**src/rtl/instr_fetch_unit.sv**
```systemverilog
// instr_fetch_unit: PC owner and fetch engine feeding decode through a small {pc, instr} FIFO.
module instr_fetch_unit #(
  parameter logic [31:0] RESET_PC   = 32'h0000_0000,
  parameter int unsigned IMEM_BYTES = 1024,
  parameter int unsigned DEPTH      = 2
) (
  input  logic        clk,
  input  logic        rst,
  output logic [31:0] imem_addr,
  input  logic [31:0] imem_data,
  input  logic        redirect_valid,
  input  logic [31:0] redirect_pc,
  output logic        out_valid,
  input  logic        out_ready,
  output logic [31:0] out_pc,
  output logic [31:0] out_instr,
  output logic        fault,
  output logic [31:0] fetch_count
);
  localparam int unsigned PW = $clog2(DEPTH);
  localparam int unsigned CW = PW + 1;
  localparam logic [31:0] LAST_PC = 32'(IMEM_BYTES - 4);
  typedef enum logic {RUN, FAULT} state_t;
  state_t        state_q, state_d;
  logic [31:0]   pc_q, pc_d;
  logic [31:0]   fetch_count_q, fetch_count_d;
  logic [PW-1:0] wr_ptr_q, wr_ptr_d, rd_ptr_q, rd_ptr_d;
  logic [CW-1:0] count_q, count_d;
  logic [31:0]   pc_mem    [DEPTH];
  logic [31:0]   instr_mem [DEPTH];
  logic          in_range, pop, push;
  assign imem_addr   = pc_q;
  assign out_valid   = count_q != '0;
  assign out_pc      = pc_mem[rd_ptr_q];
  assign out_instr   = instr_mem[rd_ptr_q];
  assign fault       = state_q == FAULT;
  assign fetch_count = fetch_count_q;
  assign in_range    = pc_q <= LAST_PC;
  assign pop         = out_valid & out_ready;
  assign push        = (state_q == RUN) & ~redirect_valid & in_range & ((count_q < CW'(DEPTH)) | pop);
  // A redirect flushes the FIFO; a coincident pop still counts as delivered.
  always_comb begin
    fetch_count_d = fetch_count_q + 32'(push);
    pc_d          = redirect_valid ? (redirect_pc & ~32'd3) : push ? pc_q + 32'd4 : pc_q;
    count_d       = redirect_valid ? '0 : count_q + CW'(push) - CW'(pop);
    wr_ptr_d      = redirect_valid ? '0 : wr_ptr_q + PW'(push);
    rd_ptr_d      = redirect_valid ? '0 : rd_ptr_q + PW'(pop);
    state_d       = redirect_valid ? RUN : (state_q == RUN && !in_range) ? FAULT : state_q;
  end
  always_ff @(posedge clk) begin
    if (rst) begin
      state_q       <= RUN;
      pc_q          <= RESET_PC;
      fetch_count_q <= '0;
      count_q       <= '0;
      wr_ptr_q      <= '0;
      rd_ptr_q      <= '0;
    end else begin
      state_q       <= state_d;
      pc_q          <= pc_d;
      fetch_count_q <= fetch_count_d;
      count_q       <= count_d;
      wr_ptr_q      <= wr_ptr_d;
      rd_ptr_q      <= rd_ptr_d;
    end
  end
  always_ff @(posedge clk) begin
    if (push) begin
      pc_mem[wr_ptr_q]    <= pc_q;
      instr_mem[wr_ptr_q] <= imem_data;
    end
  end
endmodule

```
**config.mk**
```make
export PLATFORM = sky130hd
export DESIGN_NAME = instr_fetch_unit
export DESIGN_NICKNAME = d
export VERILOG_FILES = /design/src/rtl/instr_fetch_unit.sv
export SDC_FILE = /design/constraint.sdc
export NUM_CORES = 1
export LEC_CHECK = 0
export ABC_CLOCK_PERIOD_IN_PS = 3400
export BUFFER_PORTS_ARGS = -buffer_cell sky130_fd_sc_hd__buf_2
export CAP_MARGIN = 20
export CORE_ASPECT_RATIO = 1.5
export CORE_MARGIN = 2
export CORE_UTILIZATION = 45
export DETAILED_ROUTE_END_ITERATION = 12
export PLACE_DENSITY = 0.76
export REMOVE_ABC_BUFFERS = 1
export SLEW_MARGIN = 5
export SYNTH_ARGS = -nofsm -noshare
export SYNTH_HDL_FRONTEND = slang
export SYNTH_SLANG_ARGS = --single-unit
```
**constraint.sdc**
```tcl
create_clock -name clk -period 3.4 [get_ports clk]
set_clock_uncertainty 0.1 [all_clocks]
set_input_delay 0.34 -clock clk [delete_from_list [all_inputs] [get_ports clk]]
set_output_delay 0.34 -clock clk [all_outputs]
set_load 0.05 [all_outputs]
```
After elaboration in Yosys (flattened, before gate mapping)
Memory sizes are Yosys's and may differ from the RTL's. A register that Yosys moved wholly into a read port is not among the register bits.
Cells that the tools add are included.
{"block": "totals", "register_bits": 69, "latchBits": 0, "ram_bits": 128, "rom_bits": 0, "in_bits": 68, "output_inout_bits": 130, "word_cells": 35, "memories": 2}
{"name": "instr_mem", "depth": 2, "width": 32, "read_ports": 1, "rd_ports_with_merged_regs": 1, "wr": 1, "line_no": "30", "rtl": "logic [31:0] instr_mem [DEPTH];"}
{"name": "pc_mem", "depth": 2, "width": 32, "read_ports": 1, "rd_ports_with_merged_regs": 1, "wr": 1, "line_no": "29", "rtl": "logic [31:0] pc_mem [DEPTH];"}
{"block": "classes", "n_addsub": 6, "multipliers": 0, "div_mod_pow": 0, "order_cmp": 2, "n_eq_ne": 0, "shifts": 0, "n_mux": 6, "bitwise_logic": 7, "reduce_logical": 5}
{"op": "two-way mux 32 bit", "count": 2}
{"op": "adder 32 x 1 -> 32 bit", "count": 1}
{"op": "adder 32 x 3 -> 32 bit, second input constant", "count": 1}
{"op": "<= comparator 32 x 10 -> 1 bit, second input constant", "count": 1}
{"op": "AND 1 bit", "count": 4}
{"op": "two-way mux 1 bit", "count": 4}
{"op": "nonzero test 2 bit", "count": 2}
{"op": "adder 1 bit", "count": 2}
{"op": "adder 2 x 1 -> 2 bit", "count": 1}
{"op": "less-than comparator 2 bit, second input constant", "count": 1}
{"op": "NOT 1 bit", "count": 2}
{"op": "OR reduction 2 bit", "count": 1}
{"op": "subtractor 2 x 1 -> 2 bit", "count": 1}
{"op": "logical AND 1 bit", "count": 1}
{"op": "logical NOT 1 bit", "count": 1}
{"op": "bitwise OR 1 bit", "count": 1}

Longest topological paths before layout
{"block": "depth", "word_depth": 6, "depth_mapped": 12, "mapped_depth_nobuf": 10}

Worst setup path after synthesis
OpenSTA, ideal clock, no wires.
{"block": "synth_path", "path_kind": "register -> register", "start": "register pc_q[25], in the netlist imem_addr[25]", "end": "memory instr_mem[1][0], enable pin", "setup_ps": 427, "t_arrival_ps": 3188, "required_ps": 2873, "setup_slack_ps": -314, "path_stages_with_launch": 7, "path_buffers": 1, "synth_period_minus_slack_ps": 3714, "path_cell_list": "dfxtp_1 -> nor4_1 -> nand4_1 -> clkbuf_1 -> or3_1 -> inv_1 -> ha_1"}
{"block": "synth_via", "elab_chain_cells": 5}
{"item": "from (decl)", "line_no": "25", "rtl": "logic [31:0] pc_q, pc_d;"}
{"item": "from (signal assigned)", "line_no": "60", "rtl": "pc_q <= pc_d;"}
{"item": "<= comparator 32 x 10 -> 1 bit", "line_no": "38", "rtl": "assign in_range = pc_q <= LAST_PC;"}
{"item": "AND 1 bit (2 in series)", "line_no": "40", "rtl": "assign push = (state_q == RUN) & ~redirect_valid & in_range & ((count_q < CW'(DEPTH)) | pop);"}
{"item": "two-way mux 1 bit", "line_no": "68", "rtl": "if (push) begin"}
{"item": "two-way mux 1 bit (not written as such)", "line_no": "70", "rtl": "instr_mem[wr_ptr_q] <= imem_data;"}
{"item": "to (decl)", "line_no": "30"}
Every way passes these cells.

Worst setup path after layout
{"block": "layout_path", "start": "register pc_q[13], in the netlist imem_addr[13]", "end": "register fetch_count_q[31], in the netlist fetch_count[31]"}
{"block": "layout_via", "elab_chain_cells": 4}
{"item": "<= comparator 32 x 10 -> 1 bit", "line_no": "38"}
{"item": "AND 1 bit (2 in series)", "line_no": "40"}
{"item": "adder 32 x 1 -> 32 bit", "line_no": "43", "rtl": "fetch_count_d = fetch_count_q + 32'(push);"}
{"item": "to (signal assigned)", "line_no": "61", "rtl": "fetch_count_q <= fetch_count_d;"}
{"item": "to (decl)", "line_no": "26", "rtl": "logic [31:0] fetch_count_q, fetch_count_d;"}
Every way passes these cells.
A chain may end at the register's enable or synchronous reset.

==> reports/metrics.cfg <==
[yosys]
async_flop_share_pct = 0
ys.flop_type = edfxtp_1
syn_area_per_cell_um2 = 14.0
synth_area_mm2 = 0.00755
ys_types = 44
seq_area_frac_synth_pct = 67.1
syn_inst = 540
synth_seq_cells = 191
yosysWarnings = 0
synth_edf_count = 124

[sta]
rsz0062_at_grt = false
setup_slack_ps = 189
fmax_ghz = 0.311
drv_slew = 0
hold_viol = 0
max_slew.worst_pin.slew_ps = 649
fin_hold_ws_ps = 20.3
final.min_clock_period_ps = 3210
slew-limit-headroom_pct = 56.8
setup-violations-final = 0
finalCritPeriodShare_pct = 94.4
timing.setup.tns_ps = 0

[power]
power_uw = 4750
ir_drop_v = 0.000288
pwr_density_cell_mw_per_mm2 = 488
p_leak_uw = 0.00375

[final_layout]
fin_nets = 846
synthToLayoutAreaGrowth_pct = 28.6
multi_input_area_mm2 = 0.00242
stdcell_area_mm2 = 0.00972
fillers = 1322
register_area_mm2 = 0.00507
drive_gt1_share_pct = 42.3
antenna_cells = 0

[flow_run]
maxCapViolCount = 0

[critical_path]
cp-end-kind = register
crit_fanout = 6
ff2ff_setup_slack_ps = 190
required_ps = 3650
reg2reg_from = imem_addr[13]
crit_path_cell_trace = nor4_1 > buf_4 > nand3_1 > or3_4 > inv_1 > ha_2 > nand3_2 > or4_4 > or4b_1 > a21oi_1
crit_arrival_ps = 3460
slowest_stage = or4_4
crit_type = register to register
endpoint = fetch_count[31]
r2r_cells = 10
cpPeakStageDelay_ps = 600
start_kind = register
startpoint = imem_addr[13]
rr_endpoint = fetch_count[31]

[clock_network]
htreeDepth = 4
clock-sinks = 191
cts_buffers = 17
post_cts_buffers = 0
clock_path_buffers = 2
clk_pin_slew_ps = 70
cts_root_buf = clkbuf_16
cts_tree = yes
clkLatencyLatePin_ps = 420

[drt]
via_per_inst = 5.31
routedWlPerCell_um = 17.0
drtPass1Iterations = 4
num_vias = 5280
ant_nets = 0
drcViolationCount = 0
drtIter0Drc = 222
wirelength_um = 16900

[grt]
grt_first_pass_wirelength_um = 25700
track_usage_pct = 18.6
antenna_found_initial = 0
grt_max_degree = 44
grt_overflow = 0
grt_pass1_vias = 5224

[placement]
dp_slack_ps = 33.3
port_buffers = 191
post_dp_cell_area_mm2 = 0.00893
hpwl_um = 11800
gp_congestion = 0.816

[status]
status = complete, no violations

[min_path]
hold_path.class = input port to register

[floorplan]
core-area_mm2 = 0.0166
die_w_um = 110
ioPinCount = 198
start_util_pct = 45.5
die_h_um = 163
die_area_mm2 = 0.0179
rows = 58

per-layer routing:
| metal | track usage, % | part of all wire, % | up-vias |
|---|---|---|---|
| met3 | 5.32 | 7.1 | 25 |
| met5 | 0 | 0 | - |
| li1 | - | - | 2503 |
| met2 | 33.4 | 53 | 197 |
| met1 | 20.2 | 38 | 2555 |
| met4 | 7.65 | 2.0 | 0 |
how the worst min path moves through the flow:
stage / from / to / slack, ps / depth (start not counted)
after global routing: imem_data[23] / instr_mem[0][23] / 1 / 1
after CTS: imem_data[18] / instr_mem[1][18] / 2 / 1
after floorplan: rst / fetch_count[17] / 310 / 1
after global placement: fetch_count[31] / fetch_count[31] / 370 / 2
after detailed placement: fetch_count[31] / fetch_count[31] / 360 / 2
final: imem_data[25] / instr_mem[1][25] / 20 / 1
worst max-delay path: cells and delay by family (launching register included):
| kind | cells | cell delay [ps] |
|---|---|---|
| flip-flops | 1 | 350 |
| adder cells (fa/ha/maj) | 1 | 210 |
| buffers and inverters | 2 | 260 |
| AO/OA/AOI/OAI | 1 | 150 |
| AND/OR/NAND/NOR | 6 | 2080 |
layout by cell type (no fill, tap or decap), types with 5 or more instances in the layout:
master / instances
a21oi_1: 17
and2_1: 5
buf_2: 191
buf_4: 25
clkbuf_16: 17
clkinv_4: 5
dfxtp_1: 65
dlygate4sd3_1: 16
edfxtp_1: 124
inv_1: 10
mux2_2: 64
mux2i_1: 23
nand2_1: 15
nand3_1: 16
nand4_1: 6
nor2_1: 44
nor3_1: 5
nor4_1: 9
o21ai_0: 7
o31ai_1: 11
or3_1: 12
or4_1: 11
xnor2_1: 12
xor2_1: 5
sequential cells by signal, indices dropped and copies added (netlist names):
name / count
pc_mem: 60
imem_addr: 30
fault: 1
fetch_count: 32
wr_ptr_q: 1
count_q: 2
instr_mem: 64
rd_ptr_q: 1
synth_stat cells (all sizes together), types with 12 or more instances:
| master | count | area, µm² |
|---|---|---|
| edfxtp | 124 | 3720 |
| mux2i | 23 | 230 |
| nor2 | 44 | 165 |
| nand3 | 17 | 85.1 |
| mux2 | 64 | 721 |
| a21oi | 17 | 85.1 |
| buf | 18 | 90.1 |
| or4 | 12 | 93.8 |
| xnor2 | 12 | 105 |
| or3 | 14 | 87.6 |
| dfxtp | 67 | 1340 |
| nand2 | 15 | 56.3 |
| nor4 | 13 | 81.3 |
power breakdown:
group / total, µW / switching [µW] / internal, µW / leakage (µW)
Sequential: 2530 / 32.2 / 2500 / 0.00165
Combinational: 338 / 222 / 115 / 0.00182
Clock: 1880 / 895 / 983 / 0.000279
Total: 4750 / 1150 / 3600 / 0.00375
cell families (layout without fill, tap and decap cells):
family	count (synthesis)	in the layout	share of synthesized area, %
buf+inv	37	277	2.14
mux	87	87	12.6
other cells	1	4	0.0496
compound gates	53	53	4.59
flops	191	191	67.1
fa+ha+maj	7	7	1.16
xor+xnor	17	17	1.97
simple gates	147	148	10.5
cell type report:
cell class                      count  share of cell area, %
Multi-Input combinational cell    316                   24.9
Clock buffer                       18                   4.52
Sequential cell                   191                   52.2
Clock inverter                     14                   1.25
Timing Repair Buffer              235                   14.0
Inverter                           10                  0.386
Tap cell                          210                   2.70
per-stage QoR:
step | cells | util (%)
CTS | 991 | 58.0
global route | 994 | 58.5
global placement | 945 | 53.8
finish | 994 | 58.5
detailed placement | 945 | 53.8
floorplan | 516 | -
timing repair:
action,CTS,global route
gates resized for setup,1,9
hold endpoints to repair,24,2
setup endpoints to repair,1,11
hold buffers,14,2
cloned,0,1
pin swaps,0,1
(Power assumes the default switching activity.)
